[src/rtl/pipelined_adder.sv]
`default_nettype none
// ============================================================================
//  Module   : pipelined_adder
//  Purpose  : WIDTH-bit add/subtract unit split into STAGES registered
//             carry-ripple slices with a valid/ready handshake on both sides.
//             Stage k adds slice k of A and B' (B' = sub ? ~B : B) plus the
//             carry registered by stage k-1. Operands not yet consumed travel
//             down the pipe alongside the partial sum (skewed delay).
//  Ports    : clock, reset         - clock, synchronous active-high reset
//             io_in_valid/ready    - input handshake
//             io_in_A/B/Cin/sub    - operands, carry-in, subtract select
//             io_out_valid/ready   - output handshake
//             io_out_Sum/Cout/Ovf  - result, carry out, signed overflow
//  Revision : 1.0 - initial release
// ============================================================================
module pipelined_adder #(
    parameter int WIDTH  = 16,
    parameter int STAGES = 4
) (
    input  logic             clock,
    input  logic             reset,
    input  logic             io_in_valid,
    output logic             io_in_ready,
    input  logic [WIDTH-1:0] io_in_A,
    input  logic [WIDTH-1:0] io_in_B,
    input  logic             io_in_Cin,
    input  logic             io_in_sub,
    output logic             io_out_valid,
    input  logic             io_out_ready,
    output logic [WIDTH-1:0] io_out_Sum,
    output logic             io_out_Cout,
    output logic             io_out_Ovf
);

    localparam int CHUNK = WIDTH / STAGES;

    // Stage registers
    logic             r_valid [STAGES];
    logic [WIDTH-1:0] r_sum   [STAGES];
    logic [WIDTH-1:0] r_a     [STAGES];
    logic [WIDTH-1:0] r_b     [STAGES];
    logic             r_carry [STAGES];
    logic             r_cmsb;              // carry into the MSB, last stage only

    // Next-state values produced by each slice
    logic             w_valid_nxt [STAGES];
    logic [WIDTH-1:0] w_sum_nxt   [STAGES];
    logic [WIDTH-1:0] w_a_nxt     [STAGES];
    logic [WIDTH-1:0] w_b_nxt     [STAGES];
    logic             w_carry_nxt [STAGES];
    logic             w_cmsb_nxt;

    logic             w_adv;
    logic [WIDTH-1:0] w_b_eff;
    logic             w_cin_eff;

    // Single global advance: the whole pipe moves or the whole pipe holds,
    // so bubbles travel with the data and are never collapsed.
    assign w_adv       = !r_valid[STAGES-1] || io_out_ready;
    assign io_in_ready = w_adv && !reset;

    // Subtraction is A + ~B + 1; Cin is ignored in that mode.
    assign w_b_eff   = io_in_sub ? ~io_in_B : io_in_B;
    assign w_cin_eff = io_in_sub | io_in_Cin;

    for (genvar k = 0; k < STAGES; k++) begin : g_stage
        logic [CHUNK-1:0] w_sa;
        logic [CHUNK-1:0] w_sb;
        logic             w_sc;
        logic [CHUNK:0]   w_res;
        logic [WIDTH-1:0] w_sum_base;
        logic [WIDTH-1:0] w_sum_loc;

        if (k == 0) begin : g_head
            assign w_sa           = io_in_A[CHUNK-1:0];
            assign w_sb           = w_b_eff[CHUNK-1:0];
            assign w_sc           = w_cin_eff;
            assign w_sum_base     = '0;
            assign w_valid_nxt[k] = io_in_valid;
            assign w_a_nxt[k]     = io_in_A;
            assign w_b_nxt[k]     = w_b_eff;
        end else begin : g_body
            assign w_sa           = r_a[k-1][k*CHUNK +: CHUNK];
            assign w_sb           = r_b[k-1][k*CHUNK +: CHUNK];
            assign w_sc           = r_carry[k-1];
            assign w_sum_base     = r_sum[k-1];
            assign w_valid_nxt[k] = r_valid[k-1];
            assign w_a_nxt[k]     = r_a[k-1];
            assign w_b_nxt[k]     = r_b[k-1];
        end

        assign w_res = {1'b0, w_sa} + {1'b0, w_sb} + {{CHUNK{1'b0}}, w_sc};

        // Lower slices come from the predecessor; this slice fills in its own bits.
        always_comb begin
            w_sum_loc                   = w_sum_base;
            w_sum_loc[k*CHUNK +: CHUNK] = w_res[CHUNK-1:0];
        end

        assign w_sum_nxt[k]   = w_sum_loc;
        assign w_carry_nxt[k] = w_res[CHUNK];

        if (k == STAGES - 1) begin : g_tail
            // Sum bit = a ^ b ^ carry-in, so the carry into the MSB falls out
            // of the MSB sum bit without a separate short adder.
            assign w_cmsb_nxt = w_sa[CHUNK-1] ^ w_sb[CHUNK-1] ^ w_res[CHUNK-1];
        end
    end

    always_ff @(posedge clock) begin
        if (reset) begin
            for (int i = 0; i < STAGES; i++) begin
                r_valid[i] <= 1'b0;
                r_sum[i]   <= '0;
                r_a[i]     <= '0;
                r_b[i]     <= '0;
                r_carry[i] <= 1'b0;
            end
            r_cmsb <= 1'b0;
        end else if (w_adv) begin
            for (int i = 0; i < STAGES; i++) begin
                r_valid[i] <= w_valid_nxt[i];
                r_sum[i]   <= w_sum_nxt[i];
                r_a[i]     <= w_a_nxt[i];
                r_b[i]     <= w_b_nxt[i];
                r_carry[i] <= w_carry_nxt[i];
            end
            r_cmsb <= w_cmsb_nxt;
        end
    end

    assign io_out_valid = r_valid[STAGES-1];
    assign io_out_Sum   = r_sum[STAGES-1];
    assign io_out_Cout  = r_carry[STAGES-1];
    assign io_out_Ovf   = r_cmsb ^ r_carry[STAGES-1];

endmodule
`default_nettype wire

[config.mk]
export PLATFORM = sky130hd
export DESIGN_NAME = pipelined_adder
export DESIGN_NICKNAME = d
export VERILOG_FILES = /design/src/rtl/pipelined_adder.sv
export SDC_FILE = /design/constraint.sdc
export NUM_CORES = 1
export LEC_CHECK = 0
export CAP_MARGIN = 15
export CORE_MARGIN = 1.5
export CORE_UTILIZATION = 45
export DETAILED_ROUTE_END_ITERATION = 7
export PLACE_DENSITY = 0.75
export SLEW_MARGIN = 30
export SYNTH_ARGS = -nofsm -noshare
export SYNTH_HDL_FRONTEND = slang
export SYNTH_SLANG_ARGS = --single-unit
[constraint.sdc]
create_clock -name clock -period 2.09 [get_ports clock]
set_input_delay 0.209 -clock clock [delete_from_list [all_inputs] [get_ports clock]]
set_output_delay 0.209 -clock clock [all_outputs]
set_load 0.02 [all_outputs]
==> results.py, run 1 <==
metrics = {
    "detailed_routing": {
        "routedWlPerCell_um": 14.0,
        "vias_per_cell": 4.99,
        "num_vias": 2426,
        "drc": 0,
        "wl_um": 6810,
        "antenna_left": 0,
        "drtIter0Drc": 141,
        "drtPass1Iterations": 6,
    },
    "grt": {
        "antenna_found_initial": 0,
        "grt_pass1_wl_um": 10900,
        "grt_max_degree": 63,
        "grt_pass1_vias": 2383,
        "gr-usage-all-layers_pct": 14.2,
        "grt.overflow.total": 0,
    },
    "clock_network": {
        "cts_root_buffer": "clkbuf_8",
        "ctsResizeCount": 0,
        "holdBufCountCts": 0,
        "cts_tree": "yes",
        "cts_sinks": 97,
        "clock_latency_ns": 0.34,
        "cts.path.max_buffers": 2,
        "cts_made_buffers": 9,
        "htree_levels": 3,
        "post_cts_buffers": 0,
        "cts.clk_slew.worst_paths_ns": 0.09,
    },
    "logic_synthesis": {
        "ys_types": 27,
        "netlist_area_mm2": 0.00433,
        "synth-warning-count": 0,
        "ys_ff_latch": 97,
        "syn_inst": 295,
        "synth-seq-area-share_pct": 67.1,
        "avgSynthCellArea_um2": 14.7,
        "syn_nets": 353,
    },
    "worst_setup_path": {
        "cpMaxStageDelayCell": "clkdlybuf4s50_1",
        "crit_path_start_kind": "input pin",
        "critPathTopFamily": "adder cells",
        "worst_path_largest_cell_delay_ns": 0.49,
        "cp.required_ns": 2.19,
        "crit_chain": "clkdlybuf4s50_1 > or2_1 > fa_2 > fa_2 > a21o_1 > a21oi_1 > nor2_1",
        "crit_buf_inv": 1,
        "path_max_fanout": 3,
        "endpoint_kind": "flop",
        "crit_type": "in2reg",
        "arrival_ns": 2.11,
        "cpMostUsedCell": "fa_2",
    },
    "placement": {
        "pre_cts_slack_ns": -0.282,
        "gp_congestion": 0.729,
        "post-dp-hpwl_um": 4390,
        "dp.cells": 470,
        "port_buffers": 57,
    },
    "sta": {
        "slew_headroom_pct": 68.6,
        "finClkSkew_ns": 0.00739,
        "setup_violations": 0,
        "rsz0062_at_grt": "false",
        "worstMarginPinSlew_ns": 0.470,
        "hold_violations": 0,
        "holdWs_ns": 0.493,
        "worst_slack_ns": 0.0823,
        "finalMaxSlewViolations": 0,
        "period_share_pct": 96.1,
        "fmax_mhz": 498,
        "finalCriticalPeriod_ns": 2.01,
    },
    "cells_and_area": {
        "syn2layout_area_growth_pct": 21.1,
        "final_cell_mix": "edfxtp_1, and3_1, clkdlybuf4s50_1, nor2_1, xnor2_1",
        "drive_above_1_share_pct": 8.12,
        "multiInputGateArea_mm2": 0.00125,
        "final_common_cell": "edfxtp_1",
        "fillCellCount": 795,
        "final_nets": 410,
        "antennaDiodeCount": 0,
        "stdcell_count": 486,
        "regArea_mm2": 0.00290,
    },
    "die": {
        "dieHeight_um": 101,
        "floorplan.rows": 35,
        "pin_count": 58,
        "die_w_um": 101,
        "start_util_pct": 46.6,
        "die_area_mm2": 0.0102,
        "core_area_mm2": 0.00928,
    },
    "power": {
        "power_leakage_nw": 2.36,
        "ir_worst_vdd_mv": 0.361,
        "p_per_area_mw_per_mm2": 766,
        "total_power_mw": 4.01,
    },
    "flow_run": {
        "cap_violations": 0,
    },
    "worst_hold_path": {
        "hp-class": "reg2reg",
    },
    "run_status": {
        "run_status": "completed",
    },
}
-- cells by family (layout without fill, tap and decap cells) --
family | after synthesis | in the layout | synth area share, %
xor gates and xnor gates | 19 | 19 | 3.85
and+or+nand+nor | 106 | 106 | 14.6
adders and majority gates | 20 | 20 | 7.17
DFF | 97 | 97 | 67.1
muxes | 4 | 4 | 0.925
AOI/OAI and AO/OA | 17 | 17 | 2.34
buffers and inverters | 32 | 94 | 4.08
-- final timing paths --
check / start / to / slack [ns] / depth (start not counted)
worst min-delay path: r_cmsb$_SDFFE_PP0N_ / r_cmsb$_SDFFE_PP0N_ / 0.49 / 2
worst min register to register: r_cmsb$_SDFFE_PP0N_ / r_cmsb$_SDFFE_PP0N_ / 0.49 / 2
worst max register to register: r_a[0][44]$_SDFFCE_PN0P_ / r_carry[3]$_DFFE_PP_ / 0.15 / 5
worst max-delay path: io_in_sub / r_carry[0]$_SDFFCE_PN0P_ / 0.08 / 7
-- where the power goes --
part / total (mW) / leakage, nW / internal (mW) / switching, mW
combinational: 0.428 / 1.11 / 0.234 / 0.193
clock: 1.26 / 0.106 / 0.662 / 0.602
sequential: 2.32 / 1.15 / 2.28 / 0.0373
-- state kept, by name, indices dropped and copies added, names as in the netlist --
| name | flops |
|---|---|
| r_a | 24 |
| r_b | 24 |
| r_carry | 4 |
| r_cmsb | 1 |
| r_sum | 40 |
| r_valid | 4 |
-- routing by layer --
metal,part of all wire (%),GRT usage (%)
met5,0,0
met3,3.5,2.36
met2,51,24.5
met4,2.9,7.26
met1,43,17.3
-- Yosys cell counts (all sizes together) --
cell type,instances,area (um2)
edfxtp,96,2880
and3,70,438
nor2,18,67.6
xnor2,14,123
ha,12,150
clkbuf,11,47.5
inv,11,41.3
buf,10,87.6
a21oi,8,40.0
fa,8,160
a21o,6,45.0
xor2,5,43.8
mux2i,4,40.0
nand3,4,20.0
nand3b,4,30.0
nor2b,4,25.0
nand2b,2,27.5
nor3,2,10.0
o21ai,2,10.0
dfxtp,1,20.0
nand2,1,6.26
o22ai,1,6.26
or2,1,6.26
-- through the flow --
step	utilization, %	setup TNS, ns	area (um2)
floorplan	-	0	4330
global placement	54.2	-0.693	5030
detailed placement	54.2	-0.954	5030
CTS	56.4	0	5240
global route	56.5	0	5240
finish	56.5	0	5240
-- cell type report --
class / count / share of cell area [%]
Timing Repair Buffer: 67 / 12.9
Tap cell: 129 / 3.08
Multi-Input combinational cell: 166 / 23.9
Clock inverter: 7 / 1.62
Clock buffer: 9 / 2.36
Inverter: 11 / 0.788
Sequential cell: 97 / 55.4
-- tightest hold or removal path, delay by kind of cell (launching register included) --
kind	cells	cell delay, ns
AO/OA/AOI/OAI	1	0.07
buffers and inverters	1	0.05
flip-flops	1	0.32
(Power assumes the default switching activity.)
==> inputs of run 2 (changes only) <==
--- a/config.mk
+++ b/config.mk
@@ -9,6 +9,7 @@
 export CORE_MARGIN = 1.5
 export CORE_UTILIZATION = 45
 export DETAILED_ROUTE_END_ITERATION = 7
+export GPL_TIMING_DRIVEN = 0
 export PLACE_DENSITY = 0.75
 export SLEW_MARGIN = 30
 export SYNTH_ARGS = -nofsm -noshare
==> constraint.sdc (replaced) <==
create_clock -name clock -period 2.09 [get_ports clock]
set_input_delay 0.3135 -clock clock [delete_from_list [all_inputs] [get_ports clock]]
set_output_delay 0.3135 -clock clock [all_outputs]
set_load 0.02 [all_outputs]
==> results.py, run 2 (synthesis results as in run 1) <==
metrics = {
    "run_status": {
        "run_status": "completed",
    },
    "grt": {
        "grt_pass1_vias": 2468,
        "grt_max_degree": 41,
        "antenna_found_initial": 0,
        "grt_pass1_wl_um": 12300,
        "gr-usage-all-layers_pct": 16.6,
        "grt.overflow.total": 0,
    },
    "clock_network": {
        "post_cts_buffers": 0,
        "cts.path.max_buffers": 2,
        "cts_sinks": 97,
        "cts_made_buffers": 9,
        "cts.clk_slew.worst_paths_ns": 0.09,
        "holdBufCountCts": 0,
        "cts_tree": "yes",
        "cts_root_buffer": "clkbuf_8",
        "htree_levels": 3,
        "clock_latency_ns": 0.35,
    },
    "detailed_routing": {
        "wl_um": 7840,
        "drtIter0Drc": 163,
        "num_vias": 2554,
        "drtPass1Iterations": 4,
        "antenna_left": 0,
        "drc": 0,
        "routedWlPerCell_um": 15.7,
        "vias_per_cell": 5.12,
    },
    "worst_setup_path": {
        "reg2reg_to": "r_carry[3]$_DFFE_PP_",
        "arrival_ns": 1.60,
        "r2r-start": "r_a[0][44]$_SDFFCE_PN0P_",
        "cp.required_ns": 1.78,
        "r2r_cells": 5,
        "path_max_fanout": 10,
        "crit_type": "in2out",
        "crit_path_start_kind": "input pin",
        "endpoint_kind": "output pin",
        "reg2reg_setup_slack_ns": 0.18,
    },
    "sta": {
        "fmax_mhz": 522,
        "finClkSkew_ns": 0.00875,
        "slew_headroom_pct": 69.4,
        "finalCriticalPeriod_ns": 1.92,
        "worstMarginPinSlew_ns": 0.459,
        "setup_violations": 0,
        "hold_violations": 0,
        "finalMaxSlewViolations": 0,
        "rsz0062_at_grt": "false",
        "period_share_pct": 91.6,
        "tns_ns": 0,
        "holdWs_ns": 0.383,
    },
    "power": {
        "total_power_mw": 3.93,
        "ir_worst_vdd_mv": 0.444,
        "p_per_area_mw_per_mm2": 742,
        "power_leakage_nw": 2.39,
    },
    "placement": {
        "post-dp-hpwl_um": 5390,
        "port_buffers": 56,
        "dp.cells": 482,
        "dpl_cell_area_mm2": 0.00510,
        "gp_congestion": 0.760,
    },
    "cells_and_area": {
        "fillCellCount": 774,
        "final_common_cell": "edfxtp_1",
        "finalInstanceArea_mm2": 0.00529,
        "multiInputGateArea_mm2": 0.00126,
        "top_register": "r_sum",
        "stdcell_count": 499,
        "final_nets": 423,
        "antennaDiodeCount": 0,
        "largest_register_ffs": 40,
        "syn2layout_area_growth_pct": 22.2,
        "top_regs": "r_sum (40), r_a (24), r_b (24)",
        "drive_above_1_share_pct": 10.3,
        "final_cell_mix": "edfxtp_1, and3_1, clkdlybuf4s50_1, nor2_1, xnor2_1",
        "regArea_mm2": 0.00290,
    },
    "flow_run": {
        "cap_violations": 0,
    },
    "worst_hold_path": {
        "holdPathStages": 3,
        "holdCritStartpoint": "io_in_sub",
        "hp-class": "in2reg",
        "hold_end": "r_b[0][6]$_SDFFCE_PN0P_",
    },
    "die": {
        "pin_count": 58,
        "start_util_pct": 46.6,
        "dieHeight_um": 101,
        "floorplan.rows": 35,
        "die_w_um": 101,
        "core_area_mm2": 0.00928,
        "die_area_mm2": 0.0102,
    },
}
run 2: changes by cell type in the layout (fill, tap and decap cells not counted):
cell	previous run	this run
nand2b_2	0	1
clkdlybuf4s50_1	57	55
clkinv_4	1	0
buf_2	0	3
bufinv_16	2	1
buf_8	0	3
clkbuf_2	0	6
clkinvlp_4	0	2
clkbuf_1	0	6
buf_4	7	3
run 2: critical path, stage by stage:
cell and delay (ns):
clkdlybuf4s50_1 0.46, nand2b_4 0.12, buf_8 0.12, nand2_2 0.13, buf_4 0.24, inv_1 0.06
clkbuf_2 0.16
run 2: through the flow:
stage / worst slack [ns] / utilization (%)
floorplan: -0.0578 / -
global placement: -0.411 / 54.5
detailed placement: -0.293 / 54.9
CTS: 0.00389 / 56.9
global route: 0.0954 / 57.0
finish: 0.175 / 57.0
run 2: repair_timing:
action,4_1_cts,5_1_grt
gates resized for setup,2,2
cloned,0,1
setup endpoints to repair,1,39
run 2: worst max path at each step:
stage | cells after the start | slack, ns | end | startpoint
global placement | 5 | -0.41 | r_sum[3][9]$_SDFFCE_PN0P_ | io_out_ready
finish | 7 | 0.17 | io_in_ready | io_out_ready
floorplan | 8 | -0.06 | r_carry[0]$_SDFFCE_PN0P_ | io_in_sub
detailed placement | 7 | -0.29 | io_in_ready | io_out_ready
CTS | 6 | 0.004 | io_in_ready | r_valid[3]$_DFFE_PP_
global route | 6 | 0.1 | io_in_ready | r_valid[3]$_DFFE_PP_
run 2: power by group:
| part | switching, mW | total, mW | internal (mW) |
|---|---|---|---|
| Sequential | 0.0397 | 2.32 | 2.29 |
| Clock | 0.623 | 1.16 | 0.539 |
| Combinational | 0.205 | 0.439 | 0.234 |
run 2: area by class of cell:
class                      count  area share, %
sequential                    97           54.9
multi-input combinational    167           23.9
timing repair buffer          58           11.3
tap                          129           3.05
buffer                        21           2.67
clock buffer                   9           2.34
clock inverter                 7           1.16
inverter                      11          0.781
run 2: layer usage:
metal | wire, um | GRT usage (%)
met5 | 0 | 0
met4 | 127 | 6.84
met3 | 384 | 3.88
met2 | 3980 | 27.6
met1 | 3340 | 21.0
==> inputs of run 3 (changes only) <==
--- a/config.mk
+++ b/config.mk
@@ -6,7 +6,7 @@
 export NUM_CORES = 1
 export LEC_CHECK = 0
 export CAP_MARGIN = 15
-export CORE_MARGIN = 1.5
+export CORE_MARGIN = 2
 export CORE_UTILIZATION = 45
 export DETAILED_ROUTE_END_ITERATION = 7
 export GPL_TIMING_DRIVEN = 0
==> results.py, run 3 (synthesis results as in run 1) <==
metrics = {
    "clock_network": {
        "cts.path.max_buffers": 2,
        "clock_latency_ns": 0.36,
        "htree_levels": 3,
        "cts.clk_slew.worst_paths_ns": 0.09,
        "post_cts_buffers": 0,
        "cts_sinks": 97,
        "cts_tree": "yes",
        "holdBufCountCts": 0,
        "cts_made_buffers": 9,
        "cts_root_buffer": "clkbuf_8",
    },
    "die": {
        "die_w_um": 102,
        "pin_count": 58,
        "die_area_mm2": 0.0104,
        "floorplan.rows": 35,
        "dieHeight_um": 102,
        "start_util_pct": 46.6,
        "core_area_mm2": 0.00928,
    },
    "cells_and_area": {
        "multiInputGateArea_mm2": 0.00126,
        "utilization_pct": 57.0,
        "fillCellCount": 756,
        "regArea_mm2": 0.00290,
        "syn2layout_area_growth_pct": 22.2,
        "final_common_cell": "edfxtp_1",
        "largest_register_ffs": 40,
        "top_register": "r_sum",
        "drive_above_1_share_pct": 10.6,
        "finalInstanceArea_mm2": 0.00529,
        "final_cell_mix": "edfxtp_1, and3_1, clkdlybuf4s50_1, nor2_1, xnor2_1",
        "top_regs": "r_sum (40), r_a (24), r_b (24)",
        "antennaDiodeCount": 0,
        "final_nets": 422,
    },
    "grt": {
        "grt_max_degree": 52,
        "gr-usage-all-layers_pct": 16.3,
        "antenna_found_initial": 0,
        "grt_pass1_wl_um": 12400,
        "grt.overflow.total": 0,
        "grt_pass1_vias": 2564,
    },
    "power": {
        "ir_worst_vdd_mv": 0.394,
        "total_power_mw": 3.97,
        "power_leakage_nw": 2.39,
        "p_per_area_mw_per_mm2": 750,
    },
    "detailed_routing": {
        "drtIter0Drc": 179,
        "vias_per_cell": 5.04,
        "num_vias": 2511,
        "drc": 0,
        "wl_um": 7890,
        "routedWlPerCell_um": 15.8,
        "antenna_left": 0,
        "drtPass1Iterations": 4,
    },
    "sta": {
        "holdWs_ns": 0.391,
        "slew_headroom_pct": 62.8,
        "finalCriticalPeriod_ns": 1.96,
        "finalMaxSlewViolations": 0,
        "rsz0062_at_grt": "false",
        "period_share_pct": 93.6,
        "worstMarginPinSlew_ns": 0.558,
        "hold_violations": 0,
        "finClkSkew_ns": 0.0114,
        "fmax_mhz": 511,
        "setup_violations": 0,
    },
    "worst_setup_path": {
        "arrival_ns": 2.07,
        "crit_type": "reg2reg",
        "crit_path_start_kind": "flop",
        "cpMaxStageDelayCell": "fa_1",
        "endpoint_kind": "flop",
        "path_max_fanout": 2,
        "cp.required_ns": 2.21,
        "critPathTopFamily": "adder cells",
        "crit_buf_inv": 0,
        "crit_chain": "fa_1 > fa_1 > a21o_1 > a21oi_1 > nor2_1",
        "cpMostUsedCell": "fa_1",
        "worst_path_largest_cell_delay_ns": 0.49,
    },
    "run_status": {
        "run_status": "completed",
    },
    "placement": {
        "gp_congestion": 0.805,
        "post-dp-hpwl_um": 5410,
        "port_buffers": 56,
        "dpl_cell_area_mm2": 0.00509,
    },
    "flow_run": {
        "cap_violations": 0,
    },
    "worst_hold_path": {
        "hp-class": "in2reg",
    },
}
[run 3: cell count changes in the layout (fill, tap and decap cells not counted)]
cell	change
clkinv_4	+1
buf_12	-2
buf_16	+1
clkinv_2	+1
clkbuf_8	+1
clkinvlp_4	-1
clkbuf_1	+1
clkinv_1	-3
[run 3: timing repair]
action                     4_1_cts  5_1_grt
resized for setup                3        1
cloned                           0        1
setup endpoints to repair        1       52
[run 3: layout make-up]
type / instances / share of cell area (%)
inverters: 11 / 0.781
well taps: 129 / 3.05
repair buffers: 57 / 11.0
flip-flops and latches: 97 / 54.9
clock buffers: 11 / 2.67
plain buffers: 21 / 2.67
clock inverters: 5 / 1.06
multi-input cells: 167 / 23.9
[run 3: worst reg2reg max path, stage by stage, from the launching register on]
cell and delay (ns):
edfxtp_1 0.42, fa_1 0.49, fa_1 0.43, a21o_1 0.18, a21oi_1 0.14, nor2_1 0.06
[run 3: per-stage QoR]
| stage | instances | setup TNS, ns | setup slack (ns) |
|---|---|---|---|
| after global routing | 498 | 0 | 0.0731 |
| after CTS | 497 | 0 | 0.00911 |
| after global placement | 480 | -40.35 | -0.412 |
| after floorplan | 295 | -0.0578 | -0.0578 |
| after detailed placement | 481 | -16.65 | -0.324 |
| final | 498 | 0 | 0.134 |
[run 3: path summary, 6_finish.rpt]
| path | startpoint | to | slack [ns] | cells after the start |
|---|---|---|---|---|
| setup reg to reg | r_a[0][44]$_SDFFCE_PN0P_ | r_carry[3]$_DFFE_PP_ | 0.13 | 5 |
| setup / recovery | r_a[0][44]$_SDFFCE_PN0P_ | r_carry[3]$_DFFE_PP_ | 0.13 | 5 |
| hold reg to reg | r_cmsb$_SDFFE_PP0N_ | r_cmsb$_SDFFE_PP0N_ | 0.50 | 2 |
| hold / removal | io_in_sub | r_b[0][6]$_SDFFCE_PN0P_ | 0.39 | 3 |
[run 3: layer usage]
metal / wire, um / global-route usage, % / up-vias
met5: 0 / 0 / -
met4: 115 / 10.6 / 0
met3: 562 / 2.53 / 10
met2: 4090 / 27.3 / 93
met1: 3130 / 19.8 / 1192
li1: - / - / 1216
[run 3: where the power goes]
group	internal, mW	total [mW]	switching [mW]	leakage (nW)
combinational	0.233	0.438	0.205	1.14
sequential	2.29	2.32	0.0396	1.15
clock	0.584	1.21	0.622	0.0993
==> RTL change (settings of run 1) <==
Register the output `io_out_Ovf`, with the module's reset; this adds one clock of latency there. The other outputs are not delayed to match.
--- a/src/rtl/pipelined_adder.sv
+++ b/src/rtl/pipelined_adder.sv
@@ -132,7 +132,13 @@
     assign io_out_valid = r_valid[STAGES-1];
     assign io_out_Sum   = r_sum[STAGES-1];
     assign io_out_Cout  = r_carry[STAGES-1];
-    assign io_out_Ovf   = r_cmsb ^ r_carry[STAGES-1];
+    always_ff @(posedge clock) begin
+        if (reset) begin
+            io_out_Ovf <= '0;
+        end else begin
+            io_out_Ovf <= r_cmsb ^ r_carry[STAGES-1];
+        end
+    end
 
 endmodule
 `default_nettype wire
Function: changed (a bounded check fails within 10 cycles, from zero or initial values and one cycle with reset high).
==> RTL change against run 1 <==
- final area is 0.79% higher
- synthesized area hardly changed
- wire length hardly changed
- die area hardly changed
- sequential cell count is 1 higher
- critical path depth is 2 lower
- setup slack better by 0.091 ns
- power is 0.60% higher
==> RTL change: results (changes against run 1) <==
metric,value,unit,change
status,"complete, no violations",,unchanged
final-stage net count,413,,was 410
placed cell area,5070,um2,was 5030 um2
reg2reg setup slack,0.17,ns,was 0.15 ns
Pleak,2.38,nW,was 2.36 nW
worst slew pin tran,0.294,ns,was 0.470 ns
Syn Nets,356,,was 353
Critical Path Fanout Max,2,,was 3
GPL Wtd Cong,0.762,,was 0.729
aggregate global-route resource usage,0.142,,about the same
Detailed Route Iter0 Violations,106,,was 141
"top cells by count, synth","edfxtp_1 (96), and3_1 (70), nor2_1 (19)",,"was edfxtp_1 (96), and3_1 (70), nor2_1 (18)"
most area-consuming cells after synthesis,"edfxtp_1 (67%), and3_1 (10%), fa_1 (3.7%), ha_1 (3.5%), xnor2_1 (3.0%)",,"was edfxtp_1 (67%), and3_1 (10%), fa_1 (3.7%), ha_1 (3.5%), xnor2_1 (2.8%)"
ant diodes,0,,unchanged
Min-Delay Path Class,in2reg,,was reg2reg
global-route wire length before repair,11000,um,was 10900 um
VDD IR max,0.299,mV,was 0.361 mV
Clock Skews,0.00623,ns,was 0.00739 ns
number of global-route vias before repair,2342,,was 2383
Worst Setup Path Type,reg2reg,,was in2reg
DP HPWL,4400,um,was 4390 um
slowest CP cell,fa_1,,was clkdlybuf4s50_1
layout cells sized above 1,0.0836,,was 0.0812
Vias,2427,,was 2426
final WL,6800,um,was 6810 um
Worst Setup SP,r_a[0][44],,was io_in_sub
sequential area share after synthesis,0.675,,was 0.671
largest net degree at the start of global routing,80,,was 63
DR pass1 iterations,4,,was 6
total CTS buffers,9,,unchanged
Worst Path Arrival,2.02,ns,was 2.11 ns
==> RTL change: cell type report <==
class                           instances  area (um2)
Timing Repair Buffer                   67         698
Tap cell                              129         161
Inverter                               12        45.0
Clock inverter                          6        82.6
Fill cell                             766        4000
Multi-Input combinational cell        167        1250
Clock buffer                            9         124
Sequential cell                        98        2920
==> RTL change: worst max-delay path, delay by kind of cell (launching register included) <==
family	cells	cell delay [ns]
compound gates	2	0.31
fa+ha+maj	2	0.91
flops	1	0.40
simple gates	1	0.05
==> RTL change: worst min-delay path by stage <==
stage	slack, ns	startpoint	depth (start not counted)	endpoint
2_1_floorplan	0.28	reset	1	io_out_Ovf
3_5_place_dp	0.48	r_cmsb	2	r_cmsb
3_3_place_gp	0.48	r_cmsb	2	r_cmsb
5_1_grt	0.45	reset	2	io_out_Ovf
4_1_cts	0.43	reset	2	io_out_Ovf
6_report	0.44	reset	2	io_out_Ovf
==> RTL change: kinds of logic after synthesis <==
group	count (synthesis)	synth area share
AOI/OAI and AO/OA	17	0.0234
xor gates and xnor gates	19	0.0384
buffers and inverters	33	0.0387
and+or+nand+nor	107	0.144
muxes	4	0.00925
DFF	98	0.675
adders and majority gates	20	0.0717
==> RTL change: where the power goes <==
| part | internal, mW | switching, mW | leakage (nW) |
|---|---|---|---|
| Clock | 0.662 | 0.610 | 0.106 |
| Combinational | 0.232 | 0.193 | 1.12 |
| Sequential | 2.30 | 0.0377 | 1.16 |
| Total | 3.20 | 0.840 | 2.38 |
==> RTL change: through the flow <==
| stage | setup slack [ns] | std cells | util |
|---|---|---|---|
| finish | 0.174 | 488 | 0.569 |
| global route | 0.0498 | 488 | 0.569 |
| CTS | 0.0168 | 488 | 0.569 |
| detailed placement | -0.370 | 473 | 0.547 |
| global placement | -0.342 | 473 | 0.547 |
| floorplan | 0.00731 | 298 | - |
==> RTL change: routing by layer <==
metal,vias to the layer above,part of all wire,GRT usage
li1,1188,-,-
met1,1166,0.43,0.175
met2,65,0.51,0.243
met3,8,0.048,0.0319
met4,0,0.012,0.0524
met5,-,0,0
